$ cat src/rtl/mem_arbiter.sv
// Fetch/data arbiter for one single-port synchronous RAM.
// Data has priority and a starvation counter bounds how long fetch waits.
module mem_arbiter #(
  parameter int ADDR_W       = 32,
  parameter int DATA_W       = 32,
  parameter int STARVE_LIMIT = 4
) (
  input  logic                clk,
  input  logic                rstn,
  input  logic                i_req,
  input  logic [ADDR_W-1:0]   i_addr,
  input  logic                i_flush,
  output logic                i_gnt,
  output logic                i_rvalid,
  output logic [DATA_W-1:0]   i_rdata,
  input  logic                d_ren,
  input  logic [DATA_W/8-1:0] d_wen,
  input  logic [ADDR_W-1:0]   d_addr,
  input  logic [DATA_W-1:0]   d_wdata,
  output logic                d_gnt,
  output logic                d_stall,
  output logic                d_rvalid,
  output logic [DATA_W-1:0]   d_rdata,
  output logic [ADDR_W-1:0]   ram_addr,
  output logic                ram_ren,
  output logic [DATA_W/8-1:0] ram_wen,
  output logic [DATA_W-1:0]   ram_wdata,
  input  logic [DATA_W-1:0]   ram_rdata
);

  localparam int BE_W  = DATA_W / 8;
  localparam int CNT_W = $clog2(STARVE_LIMIT + 1);

  localparam logic [1:0] OWN_NONE = 2'd0;
  localparam logic [1:0] OWN_INST = 2'd1;
  localparam logic [1:0] OWN_DATA = 2'd2;

  logic [CNT_W-1:0] starve_cnt;
  logic [1:0]       rd_owner;
  logic [1:0]       owner_nxt;
  logic             d_wr;
  logic             d_req;
  logic             starved;
  logic             gnt_i;
  logic             gnt_d;

  assign d_wr    = |d_wen;
  assign d_req   = d_ren | d_wr;
  assign starved = (starve_cnt == CNT_W'(STARVE_LIMIT));

  // A flushed fetch never wins, so data can use that cycle.
  assign gnt_i = i_req & ~i_flush & (~d_req | starved);
  assign gnt_d = d_req & ~gnt_i;

  assign i_gnt   = rstn & gnt_i;
  assign d_gnt   = rstn & gnt_d;
  assign d_stall = rstn & d_req & ~gnt_d;

  always_comb begin
    ram_addr  = '0;
    ram_ren   = 1'b0;
    ram_wen   = '0;
    ram_wdata = '0;
    unique case (1'b1)
      i_gnt: begin
        ram_addr = i_addr;
        ram_ren  = 1'b1;
      end
      d_gnt: begin
        ram_addr = d_addr;
        if (d_wr) begin
          ram_wen   = d_wen;
          ram_wdata = d_wdata;
        end else begin
          ram_ren = 1'b1;
        end
      end
      default: ;
    endcase
  end

  always_comb begin
    owner_nxt = OWN_NONE;
    unique case (1'b1)
      i_gnt:         owner_nxt = OWN_INST;
      d_gnt & ~d_wr: owner_nxt = OWN_DATA;
      default:       owner_nxt = OWN_NONE;
    endcase
  end

  always_ff @(posedge clk or negedge rstn) begin
    if (!rstn) begin
      starve_cnt <= '0;
    end else if (i_req & ~i_gnt & ~i_flush) begin
      if (!starved)
        starve_cnt <= starve_cnt + CNT_W'(1);
    end else begin
      starve_cnt <= '0;
    end
  end

  always_ff @(posedge clk or negedge rstn) begin
    if (!rstn)
      rd_owner <= OWN_NONE;
    else
      rd_owner <= owner_nxt;
  end

  assign i_rvalid = (rd_owner == OWN_INST) & ~i_flush;
  assign d_rvalid = (rd_owner == OWN_DATA);
  assign i_rdata  = i_rvalid ? ram_rdata : '0;
  assign d_rdata  = d_rvalid ? ram_rdata : '0;

  logic unused_be;
  assign unused_be = (BE_W == 0);

endmodule

$ cat config.mk
export PLATFORM = sky130hd
export DESIGN_NAME = mem_arbiter
export DESIGN_NICKNAME = d
export VERILOG_FILES = /design/src/rtl/mem_arbiter.sv
export SDC_FILE = /design/constraint.sdc
export NUM_CORES = 1
export LEC_CHECK = 0
export BUFFER_PORTS_ARGS = -buffer_cell sky130_fd_sc_hd__buf_2
export CORE_AREA = 2 2 105 107
export DETAILED_ROUTE_END_ITERATION = 10
export DIE_AREA = 0 0 107 109
export GPL_TIMING_DRIVEN = 1
export PLACE_DENSITY_LB_ADDON = 0.08
export SLEW_MARGIN = 20
export SYNTH_ARGS = -nofsm -noshare
export SYNTH_HDL_FRONTEND = slang
export SYNTH_SLANG_ARGS = --single-unit
$ cat constraint.sdc
create_clock -name clk -period 2.9 [get_ports clk]
set_input_delay 0.29 -clock clk [delete_from_list [all_inputs] [get_ports clk]]
set_output_delay 0.29 -clock clk [all_outputs]
set_load 0.05 [all_outputs]
==> results.md <==
- Setup tns final: 0 ns
- Hold slack: 0.04411 ns
- Routed Antenna Nets: 0
- Die area: 11660 um^2
- CP top delay family: simple AND/OR/NAND/NOR gates
- Chip width: 107 um
- Max clock buf depth: 2
- Post-CTS sizing: 0
- Placed cell count: 661
- CTS Sinks: 5
- Cells after Synth: 263
- Post-CTS Repair Setup Buffers: 0
- Clk_lat worst skew: 0.22 ns
- CTS tree: built
- CTS Hold Bufs: 0
- Mapped Area: 1727 um^2
- DR vias/cell: 4.026
- Crit-path max FO: 32
- H-tree Lvls: 1
- R2r setup slk: 1.28 ns
- DRT iter0 DRCs: 74
- Setup-failing EPs final: 0
- Largest net degree at the start of global routing: 59
- Die span in y: 109 um
- Minimum clock period: 2.587 ns
- Starting Density: 16.29%
- Worst r2r src: starve_cnt[0]
- Leak: 2.034 nW
- GRT overflow: 0
- Setup CP Type: flop to primary output
- First-pass GRT wire length: 11160 um
- Seq/Total Area, Yosys: 7.246%
- Final Max Tran Viols: 0
- Area Growth Syn to Fin: 90.14%
- Final WL: 7794 um
- Critical Path RT: 2.61 ns
- Library cells used by synthesis: 29
- Worst IR Drop VDD: 0.08585 mV
- Max Cap Viol: 0
- Core footprint: 10600 um^2
- Syn_nets: 402
- Number of buffers created by CTS: 3
- # DRC: 0
- Layout filler cell count: 1200
- N_diodes: 0
- Crit-path cells: inv_1 > ha_1 > nand4b_1 > and3_1 > and2_1 > buf_2
- Worst Clk Skew: 0.0004329 ns
- Vias in the first global route: 2319
- Synthesis-stage register bit count: 5
- Nets: 665
- Design area: 3283 um^2
- Critical Path Slowest Stage Cell: and3_1
- TritonRoute pass-1 iters: 4
- Initial antenna violation count: 0
- Port Buf Inserts: 274
- Worst path depth: 6
- Fmax: 0.3865 GHz
- Pwr/cell area: 206.5 nW/um^2
- Outcome: completed
- Site row count: 38
- Slew @ Worst Pin: 0.7698 ns
- Placed instance area: 3238 um^2
- Post-synth top flop: dfrtp_1
- Worst hold path type: input pin to async pin
- Ratio of cells with drive above 1 in the final layout: 60.38%
- Final hold vios: 0
- CTS root buf: clkbuf_8
- Clk slew on worst S/H paths: 0.03 ns
- I/O pin total: 275
- RSZ-0062 raised after global routing: false
- Crit share post-route: 89.22%
- Post-Layout Cell Count: 665
- Worst r2r path cells: 7
- Synth warn: 0
- Mapped Avg Cell Area: 6.565 um^2
- Crit end category: primary output
- Detail Placement HPWL: 6593 um
- Final GP Congestion: 0.7972
- Asr flop ratio synth: 100.0%
- Count of flip-flops with a built-in enable after synthesis: 0
- Crit path DAT: 2.30 ns
- CP max stage delay: 0.69 ns
- R2R Path End: rd_owner[0]
- Worst rel slew slack: 48.68%
- Critical Path Source Type: flop
- GRT Util Overall: 11.81%
- Routed len/inst: 11.72 um
- Buffers & Inverters on Critical Path: 2
- Vias: 2677
routing by layer:
| layer | global-route usage [%] | vias up | wire length, um |
|---|---|---|---|
| met4 | 1.763 | 0 | 51 |
| li1 | - | 1383 | - |
| met1 | 12.69 | 1163 | 2894 |
| met2 | 23.89 | 127 | 4206 |
| met5 | 0 | - | 0 |
| met3 | 2.510 | 4 | 641 |
layout by cell type, fill, tap and decap left out, drive strengths merged, types with 2 or more instances in the layout:
master / count
and2: 97
ha: 2
o22ai: 32
nand2: 66
inv: 3
a21oi: 4
dfrtp: 5
mux2i: 2
o21ai: 3
clkbuf: 4
buf: 283
nor2: 5
and3: 6
cells in the mapped netlist, drive strengths merged, types with 2 or more instances:
cell	n	area [um^2]
and2	97	606.8
nand2	66	247.7
o22ai	32	375.4
clkbuf	17	63.81
buf	8	65.06
and3	6	37.54
dfrtp	5	125.1
nor2	5	18.77
a21oi	4	20.02
inv	3	11.26
o21ai	3	18.77
ha	2	25.02
mux2i	2	20.02
where the power goes:
group	internal (mW)	switching (mW)	total [mW]	leakage, nW
Sequential	0.0720	0.00157	0.0736	0.0686
Clock	0.0942	0.0320	0.126	0.0228
Combinational	0.158	0.320	0.478	1.94
Total	0.324	0.353	0.678	2.03
worst max path at each step:
stage	startpoint	end	slack [ns]
2_1_floorplan	d_wen[0]	i_gnt	0.47
3_3_place_gp	d_wen[0]	ram_addr[4]	0.45
3_5_place_dp	d_wen[0]	ram_addr[2]	0.46
4_1_cts	starve_cnt[0]	ram_wdata[7]	0.27
5_1_grt	starve_cnt[0]	ram_wdata[11]	0.09
6_report	starve_cnt[0]	ram_wdata[7]	0.31
worst register-to-register path, cell delays in order, from the launching register on:
cell	delay (ns)
dfrtp_1	0.40
inv_1	0.07
ha_1	0.25
nand4b_1	0.21
buf_4	0.22
o31a_2	0.12
buf_4	0.19
nor2_1	0.09
cell type report:
cell class	instances	area, um^2	share of cell area, %
repair buffers	283	1451	44.21
well taps	140	175.2	5.335
flip-flops and latches	5	125.1	3.811
multi-input cells	230	1475	44.93
clock buffers	4	45.04	1.372
inverters	3	11.26	0.3430
registers in the layout, indices dropped and copies added (netlist names):
| name | count |
|---|---|
| starve_cnt | 3 |
| rd_owner | 2 |
through the flow:
step                utilization [%]  total power, mW  setup WS (ns)
CTS                           30.97           0.6872         0.2664
global placement              30.54           0.5552         0.4532
detailed placement            30.54           0.5559         0.4571
finish                        30.97           0.6778         0.3125
floorplan                         -           0.3943         0.4676
global route                  30.97           0.7227        0.08968
cells by family (layout without fill, tap and decap cells):
kind of cell               Yosys count  count (layout)  share of synthesized area [%]
AOI/OAI and AO/OA                   44              44                          26.23
adders and majority gates            2               2                          1.449
buffers and inverters               28             290                          8.116
DFF                                  5               5                          7.246
muxes                                2               2                          1.159
and+or+nand+nor                    182             182                          55.80
Note: power is estimated with default switching activity, not from simulation.
